===== src/rtl/sccb_target.sv =====
// ============================================================================
// Module   : sccb_target
// Purpose  : SCCB 2-wire target. Decodes start/stop and 3-phase write,
//            2-phase write and 2-phase read cycles onto an 8-bit register bus.
//            Optional SCCB_TARGET_AUTOINC_EN enables multi-byte bursts.
// Revision : 1.0 - initial release
// ============================================================================
`default_nettype none

module sccb_target #(
    parameter logic [7:0] DEV_ID = 8'h60
) (
    input  logic       XCLK,
    input  logic       RST,
    input  logic       SIO_C,
    input  logic       SIO_D_IN,
    output logic       SIO_D_OUT,
    output logic       SIO_D_OE,
    output logic [7:0] reg_addr,
    output logic [7:0] reg_wdata,
    output logic       reg_we,
    input  logic [7:0] reg_rdata,
    output logic       busy
);

    typedef enum logic [3:0] {
        ST_IDLE      = 4'd0,
        ST_ID        = 4'd1,
        ST_ID_DC     = 4'd2,
        ST_SUB       = 4'd3,
        ST_SUB_DC    = 4'd4,
        ST_WDATA     = 4'd5,
        ST_WDATA_DC  = 4'd6,
        ST_RDATA     = 4'd7,
        ST_RDATA_NA  = 4'd8,
        ST_WAIT_STOP = 4'd9
    } state_t;

    state_t     r_state, w_state_nxt;
    logic       r_sc_meta, r_sc_sync, r_sc_prev;
    logic       r_sd_meta, r_sd_sync, r_sd_prev;
    logic [7:0] r_shift, w_shift_nxt;
    logic [3:0] r_cnt, w_cnt_nxt;
    logic       r_rw, w_rw_nxt;
    logic       r_rep, w_rep_nxt;
    logic [7:0] r_addr, w_addr_nxt;
    logic [7:0] r_wdata, w_wdata_nxt;
    logic       r_we, w_we_nxt;
    logic       r_out, w_out_nxt;
    logic       r_oe, w_oe_nxt;
    logic [7:0] w_byte;

    // Start/stop require SIO_C stable high across both samples, so a
    // simultaneous SIO_C/SIO_D change is never mistaken for one.
    wire w_sc_rise  = r_sc_sync & ~r_sc_prev;
    wire w_sc_fall  = ~r_sc_sync & r_sc_prev;
    wire w_start    = r_sc_sync & r_sc_prev & r_sd_prev & ~r_sd_sync;
    wire w_stop     = r_sc_sync & r_sc_prev & ~r_sd_prev & r_sd_sync;
    wire w_dc_drive = w_sc_fall & ~r_oe;
    wire w_dc_done  = w_sc_fall & r_oe;

    always_ff @(posedge XCLK or negedge RST) begin
        if (!RST) begin
            r_sc_meta <= 1'b1;
            r_sc_sync <= 1'b1;
            r_sc_prev <= 1'b1;
            r_sd_meta <= 1'b1;
            r_sd_sync <= 1'b1;
            r_sd_prev <= 1'b1;
            r_state   <= ST_IDLE;
            r_shift   <= 8'h00;
            r_cnt     <= 4'd0;
            r_rw      <= 1'b0;
            r_rep     <= 1'b0;
            r_addr    <= 8'h00;
            r_wdata   <= 8'h00;
            r_we      <= 1'b0;
            r_out     <= 1'b0;
            r_oe      <= 1'b0;
        end else begin
            r_sc_meta <= SIO_C;
            r_sc_sync <= r_sc_meta;
            r_sc_prev <= r_sc_sync;
            r_sd_meta <= SIO_D_IN;
            r_sd_sync <= r_sd_meta;
            r_sd_prev <= r_sd_sync;
            r_state   <= w_state_nxt;
            r_shift   <= w_shift_nxt;
            r_cnt     <= w_cnt_nxt;
            r_rw      <= w_rw_nxt;
            r_rep     <= w_rep_nxt;
            r_addr    <= w_addr_nxt;
            r_wdata   <= w_wdata_nxt;
            r_we      <= w_we_nxt;
            r_out     <= w_out_nxt;
            r_oe      <= w_oe_nxt;
        end
    end

    always_comb begin
        w_state_nxt = r_state;
        w_shift_nxt = r_shift;
        w_cnt_nxt   = r_cnt;
        w_rw_nxt    = r_rw;
        w_rep_nxt   = r_rep;
        w_addr_nxt  = r_addr;
        w_wdata_nxt = r_wdata;
        w_we_nxt    = 1'b0;
        w_out_nxt   = r_out;
        w_oe_nxt    = r_oe;
        w_byte      = {r_shift[6:0], r_sd_sync};

        if (w_stop) begin
            w_state_nxt = ST_IDLE;
            w_oe_nxt    = 1'b0;
            w_out_nxt   = 1'b0;
        end else if (w_start) begin
            w_state_nxt = ST_ID;
            w_cnt_nxt   = 4'd0;
            w_rep_nxt   = 1'b0;
            w_oe_nxt    = 1'b0;
            w_out_nxt   = 1'b0;
        end else begin
            case (r_state)
                ST_ID, ST_SUB, ST_WDATA: begin
                    if (w_sc_rise) begin
                        w_shift_nxt = w_byte;
                        w_cnt_nxt   = r_cnt + 4'd1;
                        if (r_cnt == 4'd7) begin
                            w_cnt_nxt = 4'd0;
                            if (r_state == ST_ID) begin
                                w_rw_nxt    = w_byte[0];
                                w_state_nxt = (w_byte[7:1] == DEV_ID[7:1]) ? ST_ID_DC : ST_WAIT_STOP;
                            end else if (r_state == ST_SUB) begin
                                w_addr_nxt  = w_byte;
                                w_state_nxt = ST_SUB_DC;
                            end else begin
                                w_wdata_nxt = w_byte;
                                w_we_nxt    = 1'b1;
                                w_state_nxt = ST_WDATA_DC;
                            end
                        end
                    end
                end
                // Each acknowledge slot: drive 0 on the first falling edge,
                // leave the slot on the second.
                ST_ID_DC: begin
                    if (w_dc_drive) begin
                        w_oe_nxt  = 1'b1;
                        w_out_nxt = 1'b0;
                    end else if (w_dc_done) begin
                        w_cnt_nxt = 4'd0;
                        if (r_rw) begin
                            w_shift_nxt = reg_rdata;
                            w_out_nxt   = reg_rdata[7];
                            w_state_nxt = ST_RDATA;
                        end else begin
                            w_oe_nxt    = 1'b0;
                            w_state_nxt = ST_SUB;
                        end
                    end
                end
                ST_SUB_DC: begin
                    if (w_dc_drive) begin
                        w_oe_nxt  = 1'b1;
                        w_out_nxt = 1'b0;
                    end else if (w_dc_done) begin
                        w_oe_nxt    = 1'b0;
                        w_cnt_nxt   = 4'd0;
                        w_state_nxt = ST_WDATA;
                    end
                end
                ST_WDATA_DC: begin
                    if (w_dc_drive) begin
                        w_oe_nxt  = 1'b1;
                        w_out_nxt = 1'b0;
                    end else if (w_dc_done) begin
                        w_oe_nxt  = 1'b0;
                        w_cnt_nxt = 4'd0;
`ifdef SCCB_TARGET_AUTOINC_EN
                        w_addr_nxt  = r_addr + 8'd1;
                        w_state_nxt = ST_WDATA;
`else
                        w_state_nxt = ST_WAIT_STOP;
`endif
                    end
                end
                ST_RDATA: begin
                    if (w_sc_rise && (r_cnt != 4'd8)) begin
                        w_cnt_nxt = r_cnt + 4'd1;
                    end else if (w_sc_fall) begin
                        if (r_cnt == 4'd8) begin
                            w_oe_nxt    = 1'b0;
                            w_out_nxt   = 1'b0;
                            w_rep_nxt   = 1'b0;
                            w_state_nxt = ST_RDATA_NA;
                        end else begin
                            w_out_nxt   = r_shift[6];
                            w_shift_nxt = {r_shift[6:0], 1'b0};
                        end
                    end
                end
                ST_RDATA_NA: begin
`ifdef SCCB_TARGET_AUTOINC_EN
                    // NA=0: bump the address now so reg_rdata settles before
                    // the reload on the next falling edge.
                    if (w_sc_rise) begin
                        if (r_sd_sync) begin
                            w_state_nxt = ST_WAIT_STOP;
                        end else begin
                            w_addr_nxt = r_addr + 8'd1;
                            w_rep_nxt  = 1'b1;
                        end
                    end else if (w_sc_fall && r_rep) begin
                        w_shift_nxt = reg_rdata;
                        w_out_nxt   = reg_rdata[7];
                        w_oe_nxt    = 1'b1;
                        w_cnt_nxt   = 4'd0;
                        w_rep_nxt   = 1'b0;
                        w_state_nxt = ST_RDATA;
                    end
`else
                    if (w_sc_rise) begin
                        w_state_nxt = ST_WAIT_STOP;
                    end
`endif
                end
                default: ;
            endcase
        end
    end

    assign SIO_D_OUT = r_out;
    assign SIO_D_OE  = r_oe;
    assign reg_addr  = r_addr;
    assign reg_wdata = r_wdata;
    assign reg_we    = r_we;
    assign busy      = (r_state != ST_IDLE);

endmodule

`default_nettype wire


===== config.mk =====
export PLATFORM = sky130hd
export DESIGN_NAME = sccb_target
export DESIGN_NICKNAME = d
export VERILOG_FILES = /design/src/rtl/sccb_target.sv
export SDC_FILE = /design/constraint.sdc
export NUM_CORES = 1
export LEC_CHECK = 0
export BUFFER_PORTS_ARGS = -buffer_cell sky130_fd_sc_hd__buf_4
export CORE_UTILIZATION = 55
export CTS_BUF_LIST = sky130_fd_sc_hd__clkbuf_8
export DETAILED_ROUTE_END_ITERATION = 8
export PLACE_DENSITY = 0.88
export SYNTH_ARGS = -nofsm -noshare
export SYNTH_HDL_FRONTEND = slang
export SYNTH_SLANG_ARGS = --single-unit

===== constraint.sdc =====
create_clock -name XCLK -period 2.3 [get_ports XCLK]
set_input_delay 0.23 -clock XCLK [delete_from_list [all_inputs] [get_ports XCLK]]
set_output_delay 0.23 -clock XCLK [all_outputs]
set_load 0.02 [all_outputs]

==> summary.txt, run 1 <==
Worst setup path
  • Setup Crit Path Kind: reg2reg
  • Worst path cell trace: buf_4 > nand4b_1 > o21ai_0 > nor4_4 > mux2_2
  • Critical path launch point type: flip-flop
  • CP bufs+invs: 1
  • Crit end category: flip-flop
  • CP required: 2.48 ns
  • Top delay family on crit path: simple AND/OR/NAND/NOR gates
  • WP data arrival: 2.32 ns
  • CP max FO: 12
  • Reg2reg setup slack: 0.16 ns
  • Slowest cell on the critical path: dfrtp_1
  • CP max stage delay: 0.53 ns

Floorplanning
  • DIE WIDTH: 65.2 µm
  • Rows: 22
  • Number of I/O pins: 32
  • Die H: 65.2 µm
  • Die area: 4240 µm²
  • Initial Util: 58.6%
  • Area of the core: 3740 µm²

Hold path
  • Hold Crit Class: in2reg

Detailed routing
  • Vias per inst: 6.21
  • Remaining DRCs: 0
  • Routed wire length: 4.82 mm
  • Number of DRC markers after the initial detailed-route iteration: 269
  • WL/cell: 16.9 µm
  • Vias: 1770
  • Initial DRT Pass Iterations: 5
  • Post-DRT Antenna Nets: 0

STA
  • Unrepaired setup endpoints after global routing: false
  • Final Hold Vio Count: 0
  • Layout Skew: 0.00650 ns
  • Max-slew violations: 0
  • Endpoints failing setup: 0
  • Max Freq: 468 MHz
  • Period utilization: 92.8%
  • Final worst setup slack: 0.165 ns
  • Actual transition at the worst max-transition pin: 0.748 ns
  • Clock period minus worst slack: 2.14 ns
  • Slew Limit Headroom: 50.0%
  • Total negative slack: 0 ns

Synth
  • Mapped Area: 2190 µm²
  • Post-synth top flop: dfrtp_1
  • Syn_nets: 213
  • Seq/Total Area, Yosys: 47.1%
  • Synth Instances: 199
  • Post-synth top area share: 39.9%
  • Flops & latches, synth: 41
  • Synth async-reset ratio: 100%
  • Post-synth cell types: 52
  • Number of flops mapped to enable cells by yosys: 0
  • Synth Warn #: 0
  • Top cells by area, synth: dfrtp_1 (40%), mux2_2 (15%), dfstp_2 (7.2%), nand2_1 (2.6%), o21ai_0 (2.3%)
  • Synth area leader: dfrtp_1
  • Syn_area_per_cell: 11.0 µm²

Clock network
  • Clk_lat worst skew: 0.29 ns
  • Hold Buf Count CTS: 1
  • # resized after CTS: 0
  • Clk root buf: clkbuf_8
  • CTS tree: yes
  • CTS H-tree depth: 2
  • Clock Path Buffers: 2
  • Post-CTS Setup Inserts: 0
  • CTS clk-pin slew, worst paths: 0.09 ns
  • Sink Count: 41
  • CTS Buf Count: 5

Global routing
  • Global route total overflow: 0
  • Largest net degree at the start of global routing: 42
  • First-pass GRT wire length: 7.98 mm
  • GRT Overall Usage: 25.0%
  • Vias in the first global route: 1598
  • Initial antenna violation count: 0

Final layout
  • Layout cells sized above 1: 39.2%
  • # nets final: 250
  • Synth-to-Final Area Change: 18.3%
  • Commonest non-fill, non-tap cell in the layout: buf_4
  • Commonest non-fill, non-tap cells in the layout: buf_4 (38), dfrtp_1 (35), mux2_2 (30)
  • Finished Layout Cells: 285
  • ANT cells: 0
  • Fin util: 69.3%

Placed design
  • Gpl congestion: 0.939
  • Inst Count DP: 276
  • DPL Wire Length: 3.38 mm
  • Port bufs: 31
  • Dpl ws: 0.251 ns

Power and ir drop
  • Total power divided by cell area: 1070 nW/µm²
  • VDD IR max: 0.000659 V
  • Leak: 0.00118 µW

Run status
  • Outcome: completed

Flow run
  • Max cap viols: 0
[worst reg2reg max path: cells and delay by family (launching register included)]
family	cells	cell delay, ns
buffers and inverters	1	0.23
AND/OR/NAND/NOR	2	0.65
multiplexers	1	0.40
AO/OA/AOI/OAI	1	0.20
flip-flops	1	0.53
[stage by stage]
step	hold slack, ns	instance area (µm²)	power (µW)
6_report	0.0387	2590	2780
5_1_grt	0.0251	2590	2940
4_1_cts	0.0380	2590	2750
3_5_place_dp	0.235	2490	2240
3_3_place_gp	0.233	2490	2230
2_1_floorplan	-0.0656	2190	1960
[worst paths after layout]
kind / end / cells after the start / start
worst max-delay path: r_shift[6] / 5 / r_state[0]
worst min-delay path: r_sd_meta / 1 / SIO_D_IN
worst max register to register: r_shift[6] / 5 / r_state[0]
worst min register to register: r_sd_sync / 0 / r_sd_meta
max in group asynchronous: r_sd_prev / 2 / RST
min in group asynchronous: r_cnt[2] / 2 / RST
[area by class of cell]
type | count | area (µm²)
fill | 279 | 1150
multi-input combinational | 145 | 1100
clock buffer | 5 | 68.8
clock inverter | 3 | 25.0
sequential | 41 | 1030
timing repair buffer | 39 | 295
inverter | 4 | 15.0
tap | 48 | 60.1
[routing by layer]
metal | share of wire (%) | GRT usage, % | vias to the layer above
li1 | - | - | 810
met5 | 0 | 0 | -
met4 | 1.4 | 4.89 | 0
met2 | 47 | 41.0 | 87
met1 | 45 | 35.1 | 861
met3 | 6.6 | 4.17 | 12
[kinds of logic (layout without fill, tap and decap cells)]
| group | after synthesis | after routing | synth area share [%] |
|---|---|---|---|
| and+or+nand+nor | 66 | 66 | 17.7 |
| xor gates and xnor gates | 2 | 2 | 0.799 |
| buffers and inverters | 13 | 51 | 3.14 |
| adders and majority gates | 2 | 2 | 1.14 |
| DFF | 41 | 41 | 47.1 |
| muxes | 33 | 33 | 16.8 |
| AOI/OAI and AO/OA | 42 | 42 | 13.3 |
[report_power, final]
group	internal, µW	switching (µW)	leakage (µW)
clock	219	277	0.0000447
combinational	566	646	0.000603
sequential	849	218	0.000534
[sequential cells by signal (all words and copies together), names as in the netlist]
name	cells
r_shift	7
r_state	4
r_sd_meta	1
reg_wdata	8
r_sd_sync	1
reg_addr	8
SIO_D_OUT	1
r_rw	1
SIO_D_OE	1
r_sd_prev	1
r_sc_meta	1
r_cnt	4
r_sc_sync	1
reg_we	1
r_sc_prev	1
[cell usage after synthesis, types with 2 or more instances]
cell type,count
o31ai_1,3
dfstp_2,6
a31oi_1,2
dfrtp_1,35
nand3b_1,4
o221ai_1,2
nand4_1,2
a21o_1,2
nand4b_1,3
nor2b_1,5
nand2b_1,3
inv_1,4
nand2_1,15
a211oi_1,2
a21oi_1,7
nor2_1,10
mux2_2,30
a31o_2,2
xnor2_1,2
buf_2,6
nand3_1,5
o21ai_0,10
mux2i_1,3
nor4bb_1,2
a21bo_2,2
nor3_1,3
ha_1,2
nor3b_1,3
(Power assumes the default switching activity.)
==> run 2, diff against run 1 <==
--- a/config.mk
+++ b/config.mk
@@ -5,10 +5,12 @@
 export SDC_FILE = /design/constraint.sdc
 export NUM_CORES = 1
 export LEC_CHECK = 0
+export ABC_AREA = 1
 export BUFFER_PORTS_ARGS = -buffer_cell sky130_fd_sc_hd__buf_4
 export CORE_UTILIZATION = 55
 export CTS_BUF_LIST = sky130_fd_sc_hd__clkbuf_8
 export DETAILED_ROUTE_END_ITERATION = 8
+export GPL_TIMING_DRIVEN = 0
 export PLACE_DENSITY = 0.88
 export SYNTH_ARGS = -nofsm -noshare
 export SYNTH_HDL_FRONTEND = slang
==> run 2 against run 1 <==
  * Synthesized cell count up 42%
  * Count of clock-buffer cells in the layout unchanged
  * Hold slack worse by 0.0010 ns
  * Critical path type unchanged
  * Utilization down 0.16 points
==> summary.txt, run 2 <==
Run status
  • Outcome: completed

Power and ir drop
  • Total power divided by cell area: 1150 nW/µm² (+7.4%)
  • VDD IR max: 0.000820 V (+24%)
  • Leak: 0.00138 µW (+16%)
  • P_int: 1600 µW (-2.2%)
  • Clock power frac: 16.4% (-1.5 points)
  • Final Power: 2950 µW (+6.4%)
  • Comb power frac: 48.7% (+5.0 points)
  • Switching share of power: 45.9% (+4.8 points)
  • Register share of total power: 34.9% (-3.5 points)
  • Switch Pwr: 1350 µW (+19%)

Hold path
  • Hold Crit Class: in2reg

Synth
  • Commonest cells in the netlist: nand2_1 (80), inv_1 (37), dfrtp_1 (35), o21ai_0 (35), nand3_1 (21)
  • Synth area leader: dfrtp_1
  • Mapped Area: 2180 µm² (-0.74%)
  • Post-synth top flop: dfrtp_1
  • Top cells by area, synth: dfrtp_1 (40%), nand2_1 (14%), o21ai_0 (8.0%), dfstp_2 (7.2%), inv_1 (6.4%)
  • Flops & latches, synth: 41 (unchanged)
  • Synth async-reset ratio: 100% (unchanged)
  • Synth Warn #: 0 (unchanged)
  • Post-synth cell types: 27 (-48%)
  • Syn_area_per_cell: 7.72 µm² (-30%)
  • Synth Instances: 282 (+42%)
  • Top-count cell post-synth: nand2_1
  • Seq/Total Area, Yosys: 47.5% (+0.35 points)
  • Number of flops mapped to enable cells by yosys: 0 (unchanged)
  • Syn_nets: 296 (+39%)
  • Post-synth top area share: 40.2% (+0.30 points)

Floorplanning
  • Initial Util: 58.6% (about the same)
  • DIE WIDTH: 64.9 µm (-0.36%)
  • Area of the core: 3720 µm² (-0.74%)
  • Number of I/O pins: 32 (unchanged)
  • Rows: 22 (unchanged)
  • Die area: 4210 µm² (-0.72%)
  • Die H: 64.9 µm (-0.36%)

Worst setup path
  • Critical path launch point type: flip-flop
  • RR Startpoint: r_cnt[0]
  • CP max stage delay: 0.44 ns (-0.09 ns)
  • Crit path capture: reg_wdata[6]
  • CP max FO: 10 (-2)
  • CP required: 2.52 ns (+0.04 ns)
  • Top delay family on crit path: simple AND/OR/NAND/NOR gates
  • WP data arrival: 2.10 ns (-0.22 ns)
  • Slowest cell on the critical path: dfrtp_1
  • CP most frequent cell: nand3_1
  • Reg2reg setup slack: 0.42 ns (+0.26 ns)
  • CP bufs+invs: 1 (unchanged)
  • Crit end category: flip-flop
  • Worst path cell trace: ha_1 > nand3_1 > nor2_2 > nand3_1 > buf_6 > o21ai_0
  • Setup Crit Path Kind: reg2reg
  • Worst path depth: 6 (+1)
  • CP startpoint: r_cnt[0]
  • Reg2Reg Capture Point: reg_wdata[6]
  • R2R depth: 6 (+1)

Clock network
  • Clk_lat worst skew: 0.30 ns (about the same)
  • Clk root buf: clkbuf_8
  • # resized after CTS: 0 (unchanged)
  • Sink Count: 41 (unchanged)
  • CTS H-tree depth: 2 (unchanged)
  • CTS tree: yes
  • CTS clk-pin slew, worst paths: 0.09 ns (about the same)
  • Clock Path Buffers: 2 (unchanged)
  • CTS Buf Count: 5 (unchanged)

STA
  • Final Hold Vio Count: 0 (unchanged)
  • Actual transition at the worst max-transition pin: 0.504 ns (-0.243 ns)
  • Slew Limit Headroom: 66.4% (+16 points)
  • Worst hold slack: 0.0377 ns (-0.00104 ns)
  • Period utilization: 81.6% (-11 points)
  • Endpoints failing setup: 0 (unchanged)
  • Max-slew violations: 0 (unchanged)
  • Max Freq: 533 MHz (+14%)
  • Layout Skew: 0.0116 ns (+0.00513 ns)
  • Final worst setup slack: 0.423 ns (+0.258 ns)
  • Total negative slack: 0 ns (unchanged)
  • Unrepaired setup endpoints after global routing: false
  • Clock period minus worst slack: 1.88 ns (-0.258 ns)

Placed design
  • Gpl congestion: 0.949 (+1.1%)
  • Dpl ws: 0.452 ns (+0.201 ns)
  • Inst Count DP: 361 (+31%)
  • Port bufs: 31 (unchanged)
  • DPL Wire Length: 3.53 mm (+4.6%)

Final layout
  • Commonest non-fill, non-tap cell in the layout: nand2_1
  • Layout cells sized above 1: 20.8% (-18 points)
  • Synth-to-Final Area Change: 18.0%
  • Commonest non-fill, non-tap cells in the layout: nand2_1 (80), inv_1 (37), dfrtp_1 (35), o21ai_0 (35), buf_4 (32)
  • Finished Layout Cells: 370 (+30%)
  • ANT cells: 0 (unchanged)
  • # nets final: 335 (+34%)

Detailed routing
  • Number of DRC markers after the initial detailed-route iteration: 164 (-39%)
  • Vias per inst: 5.31 (-14%)
  • Routed wire length: 4.82 mm (about the same)
  • Remaining DRCs: 0 (unchanged)
  • Post-DRT Antenna Nets: 0 (unchanged)
  • Initial DRT Pass Iterations: 4 (-1)
  • WL/cell: 13.0 µm (-23%)
  • Vias: 1966 (+11%)

Global routing
  • Vias in the first global route: 1815 (+14%)
  • First-pass GRT wire length: 8.11 mm (+1.7%)
  • GRT Overall Usage: 25.9% (+0.94 points)
  • Initial antenna violation count: 0 (unchanged)
  • Global route total overflow: 0 (unchanged)
  • Largest net degree at the start of global routing: 42 (unchanged)

Flow run
  • Max cap viols: 0 (unchanged)
==> run 2: cell types whose count changed after synthesis, moves of 5 or more <==
cell     delta
nor2b_1     -5
o21ai_0    +25
mux2_2     -30
o21ai_1    +10
buf_2       -6
nor2_1      +5
inv_1      +33
nand2_1    +65
nand3_1    +16
nand2_2     +5
==> run 2: worst min-delay path by stage <==
stage                        start         to  slack (ns)  cells after the start
after floorplan                RST   SIO_D_OE       -0.07                      0
after global placement         RST   r_cnt[2]        0.23                      1
after detailed placement       RST   r_cnt[2]        0.24                      1
after CTS                 SIO_D_IN  r_sd_meta        0.03                      1
after global routing         SIO_C  r_sc_meta        0.02                      1
final                        SIO_C  r_sc_meta        0.04                      1
==> run 2: kinds of logic (layout without fill, tap and decap cells) <==
group                      count (synthesis)  after routing  synth area share (%)
buffers and inverters                     45             85                  8.97
DFF                                       41             41                  47.5
AOI/OAI and AO/OA                         52             52                  12.3
xor gates and xnor gates                   2              2                 0.805
adders and majority gates                  2              2                  1.15
and+or+nand+nor                          140            140                  29.3
==> run 2: area by class of cell <==
class | count | area (µm²)
buffer | 5 | 45.0
clock buffer | 5 | 68.8
clock inverter | 3 | 21.3
fill | 337 | 1150
inverter | 40 | 150
multi-input combinational | 196 | 948
sequential | 41 | 1030
tap | 48 | 60.1
timing repair buffer | 32 | 243
==> run 2: per-stage QoR <==
stage | util, % | area [µm²]
after floorplan | - | 2180
after global placement | 66.5 | 2470
after detailed placement | 66.5 | 2470
after CTS | 69.2 | 2570
after global routing | 69.2 | 2570
final | 69.2 | 2570
==> run 2: routing by layer <==
metal	vias up	GRT usage [%]	share of wire, %
li1	995	-	-
met1	904	32.5	46
met4	0	9.17	2.0
met2	56	42.7	47
met5	-	0	0
met3	11	6.87	4.7
==> run 2: timing repair <==
item                      4_1_cts  5_1_grt
hold endpoints to repair       35        0
buffers inserted                0        0
hold buffers                    1        0
==> run 2: power by group through the flow <==
stage | Sequential [µW] | Clock [µW] | Combinational, µW
after global placement | 1030 | 0 | 1380
after global routing | 1050 | 519 | 1640
after floorplan | 1020 | 0 | 1100
final | 1030 | 485 | 1440
after CTS | 1030 | 488 | 1420
after detailed placement | 1040 | 0 | 1410
==> run 3, diff against run 2 <==
--- a/config.mk
+++ b/config.mk
@@ -7,11 +7,11 @@
 export LEC_CHECK = 0
 export ABC_AREA = 1
 export BUFFER_PORTS_ARGS = -buffer_cell sky130_fd_sc_hd__buf_4
-export CORE_UTILIZATION = 55
+export CORE_UTILIZATION = 53
 export CTS_BUF_LIST = sky130_fd_sc_hd__clkbuf_8
 export DETAILED_ROUTE_END_ITERATION = 8
 export GPL_TIMING_DRIVEN = 0
-export PLACE_DENSITY = 0.88
+export PLACE_DENSITY = 0.89
 export SYNTH_ARGS = -nofsm -noshare
 export SYNTH_HDL_FRONTEND = slang
 export SYNTH_SLANG_ARGS = --single-unit
==> constraint.sdc (replaced) <==
create_clock -name XCLK -period 1.5 [get_ports XCLK]
set_input_delay 0.15 -clock XCLK [delete_from_list [all_inputs] [get_ports XCLK]]
set_output_delay 0.15 -clock XCLK [all_outputs]
set_load 0.02 [all_outputs]
==> run 3 against run 2 <==
  * The run now ends with DRC, setup timing left
  * Global-route usage rose by 3.3 points
  * Cell count up 7.8%
  * Hold slack better by 0.12 ns
  * Die area rose by 3.7%
  * Fmax grew 12%
  * Via count grew 23%
  * Non-clock buffer count rose by 29
  * First-iteration DRC count increased by 95%
  * Critical path type unchanged
==> summary.txt, run 3 (synthesis results as in run 2) <==
Run status
  • Outcome: complete, but fails checks
  • Failing checks: DRC, setup timing

STA
  • Clock period minus worst slack: 1.68 ns (-0.201 ns)
  • Max Freq: 597 MHz (+12%)
  • Final worst setup slack: -0.176 ns (-0.599 ns)
  • Unrepaired setup endpoints after global routing: true
  • Slew Limit Headroom: 65.1% (-1.3 points)
  • Final Hold Vio Count: 0 (unchanged)
  • Max-slew violations: 0 (unchanged)
  • Endpoints failing setup: 27 (+27)
  • Period utilization: 112% (+30 points)
  • Layout Skew: 0.0199 ns (+0.00825 ns)
  • Worst hold slack: 0.157 ns (+0.119 ns)
  • Actual transition at the worst max-transition pin: 0.524 ns (+0.0191 ns)

Placed design
  • Port bufs: 31 (unchanged)
  • Post-DP Area: 2470 µm² (+0.20%)
  • DPL Wire Length: 3.61 mm (+2.2%)
  • Gpl congestion: 0.916 (-3.4%)

Power and ir drop
  • Comb power frac: 57.5% (+8.8 points)
  • VDD IR max: 0.00113 V (+38%)
  • Final Power: 5790 µW (+96%)
  • Switch Pwr: 2860 µW (+110%)
  • Leak: 0.00157 µW (+14%)
  • Register share of total power: 29.0% (-5.9 points)
  • Total power divided by cell area: 1870 nW/µm² (+63%)
  • P_int: 2930 µW (+83%)
  • Switching share of power: 49.4% (+3.5 points)
  • Clock power frac: 13.5% (-2.9 points)

Clock network
  • CTS clk-pin slew, worst paths: 0.10 ns (about the same)
  • CTS H-tree depth: 2 (unchanged)
  • Sink Count: 41 (unchanged)
  • CTS Buf Count: 5 (unchanged)
  • Clock Path Buffers: 2 (unchanged)
  • CTS tree: yes
  • Clk_lat worst skew: 0.32 ns (+0.02 ns)
  • Clk root buf: clkbuf_8

Floorplanning
  • Number of I/O pins: 32 (unchanged)
  • DIE WIDTH: 66.1 µm (+1.8%)
  • Die H: 66.1 µm (+1.8%)
  • Rows: 22 (unchanged)
  • Die area: 4370 µm² (+3.7%)
  • Area of the core: 3800 µm² (+2.2%)
  • Initial Util: 57.3% (-1.3 points)

Worst setup path
  • Reg2reg setup slack: -0.18 ns (-0.60 ns)
  • CP bufs+invs: 0 (-1)
  • CP max stage delay: 0.49 ns (+0.05 ns)
  • Worst path cell trace: nand2_1 > nand2_1 > nand2_2 > o21ai_4 > o21ai_1 > nand2_1 > nand2_1 > nand2_1
  • CP most frequent cell: nand2_1
  • R2R depth: 8 (+2)
  • Slowest cell on the critical path: dfrtp_2
  • Critical path launch point type: flip-flop
  • CP startpoint: r_state[0]
  • Reg2Reg Capture Point: SIO_D_OUT
  • Top delay family on crit path: simple AND/OR/NAND/NOR gates
  • RR Startpoint: r_state[0]
  • WP data arrival: 1.88 ns (-0.22 ns)
  • Crit end category: flip-flop
  • CP max FO: 7 (-3)
  • CP required: 1.70 ns (-0.82 ns)
  • Worst path depth: 8 (+2)
  • Setup Crit Path Kind: reg2reg

Global routing
  • Vias in the first global route: 2052 (+13%)
  • Global route total overflow: 0 (unchanged)
  • Initial antenna violation count: 0 (unchanged)
  • GR Util met3: 5.86% (-1.0 points)
  • GRT Overall Usage: 29.2% (+3.3 points)
  • Largest net degree at the start of global routing: 42 (unchanged)
  • Grt met1 use: 35.1% (+2.5 points)
  • GR Util met2: 50.0% (+7.3 points)
  • First-pass GRT wire length: 9.36 mm (+15%)
  • Gr busiest metal: met2

Final layout
  • Synth-to-Final Area Change: 41.9%
  • Multi-input gate area: 1220 µm² (+28%)
  • Sequential cell area: 1040 µm² (+0.73%)
  • Fin util: 81.3% (+12 points)
  • # nets final: 364 (+8.7%)
  • ANT cells: 0 (unchanged)
  • Commonest non-fill, non-tap cells in the layout: nand2_1 (61), buf_4 (55), dfrtp_1 (29)
  • Filler cell count: 223 (-34%)
  • Commonest non-fill, non-tap cell in the layout: nand2_1
  • Final instance area: 3090 µm² (+20%)
  • Layout cells sized above 1: 46.7% (+26 points)

Detailed routing
  • Vias per inst: 6.04 (+14%)
  • WL/cell: 17.5 µm (+34%)
  • Initial DRT Pass Iterations: 9 (+5)
  • Routed wire length: 6.97 mm (+45%)
  • Remaining DRCs: 1 (+1)
  • Number of DRC markers after the initial detailed-route iteration: 320 (+95%)
  • Post-DRT Antenna Nets: 0 (unchanged)
  • Vias: 2411 (+23%)

Hold path
  • Cell count of the worst hold path: 3 (+2)
  • Hold worst-path end: r_shift[1]
  • Hold Crit Class: in2reg
  • Min-Delay Startpoint: reg_rdata[1]

Flow run
  • Max cap viols: 0 (unchanged)
[run 3: routing by layer]
| metal | wire length [µm] | vias to the layer above |
|---|---|---|
| li1 | - | 1043 |
| met1 | 2560 | 1159 |
| met2 | 3450 | 169 |
| met3 | 608 | 40 |
| met4 | 343 | 0 |
| met5 | 0 | - |
[run 3: worst max-delay path by stage]
| stage | endpoint | slack [ns] |
|---|---|---|
| after floorplan | reg_wdata[6] | 0.006 |
| after global placement | reg_wdata[6] | -0.29 |
| after detailed placement | reg_wdata[5] | -0.36 |
| after CTS | r_shift[2] | -0.05 |
| after global routing | SIO_D_OUT | -0.18 |
| final | SIO_D_OUT | -0.18 |
[run 3: through the flow]
stage / cells / setup WS [ns] / TNS (ns)
floorplan: 282 / 0.00583 / 0
global placement: 361 / -0.294 / -5.60
detailed placement: 361 / -0.363 / -7.57
CTS: 389 / -0.0456 / -0.353
global route: 399 / -0.177 / -3.36
finish: 399 / -0.176 / -1.98
[run 3: power groups by stage]
stage | Sequential (µW) | Combinational [µW] | Clock [µW]
floorplan | 1570 | 1690 | 0
global placement | 1580 | 2150 | 0
detailed placement | 1590 | 2220 | 0
CTS | 1600 | 2550 | 753
global route | 1700 | 3530 | 814
finish | 1680 | 3330 | 780
[run 3: area by class of cell]
| type | count | area share (%) |
|---|---|---|
| buffer | 5 | 1.62 |
| clock buffer | 5 | 2.23 |
| clock inverter | 3 | 0.689 |
| inverter | 40 | 5.02 |
| multi-input combinational | 196 | 39.4 |
| sequential | 41 | 33.7 |
| tap | 48 | 1.94 |
| timing repair buffer | 61 | 15.4 |
[run 3: worst reg2reg max path, cell delays in order (launching register included)]
cell and delay, ns:
dfrtp_2 0.49, nand2_1 0.19, nand2_1 0.15, nand2_2 0.16
o21ai_4 0.08, o21ai_1 0.23, nand2_1 0.14, nand2_1 0.08
nand2_1 0.04
[run 3: repair_timing]
| action | in CTS | in global routing |
|---|---|---|
| setup endpoints to repair | 34 | 33 |
| hold endpoints to repair | 37 | 0 |
| cloned | 1 | 0 |
| hold buffers | 3 | 0 |
| gates resized for setup | 39 | 66 |
| buffers inserted | 16 | 10 |
| pin swaps | 12 | 21 |
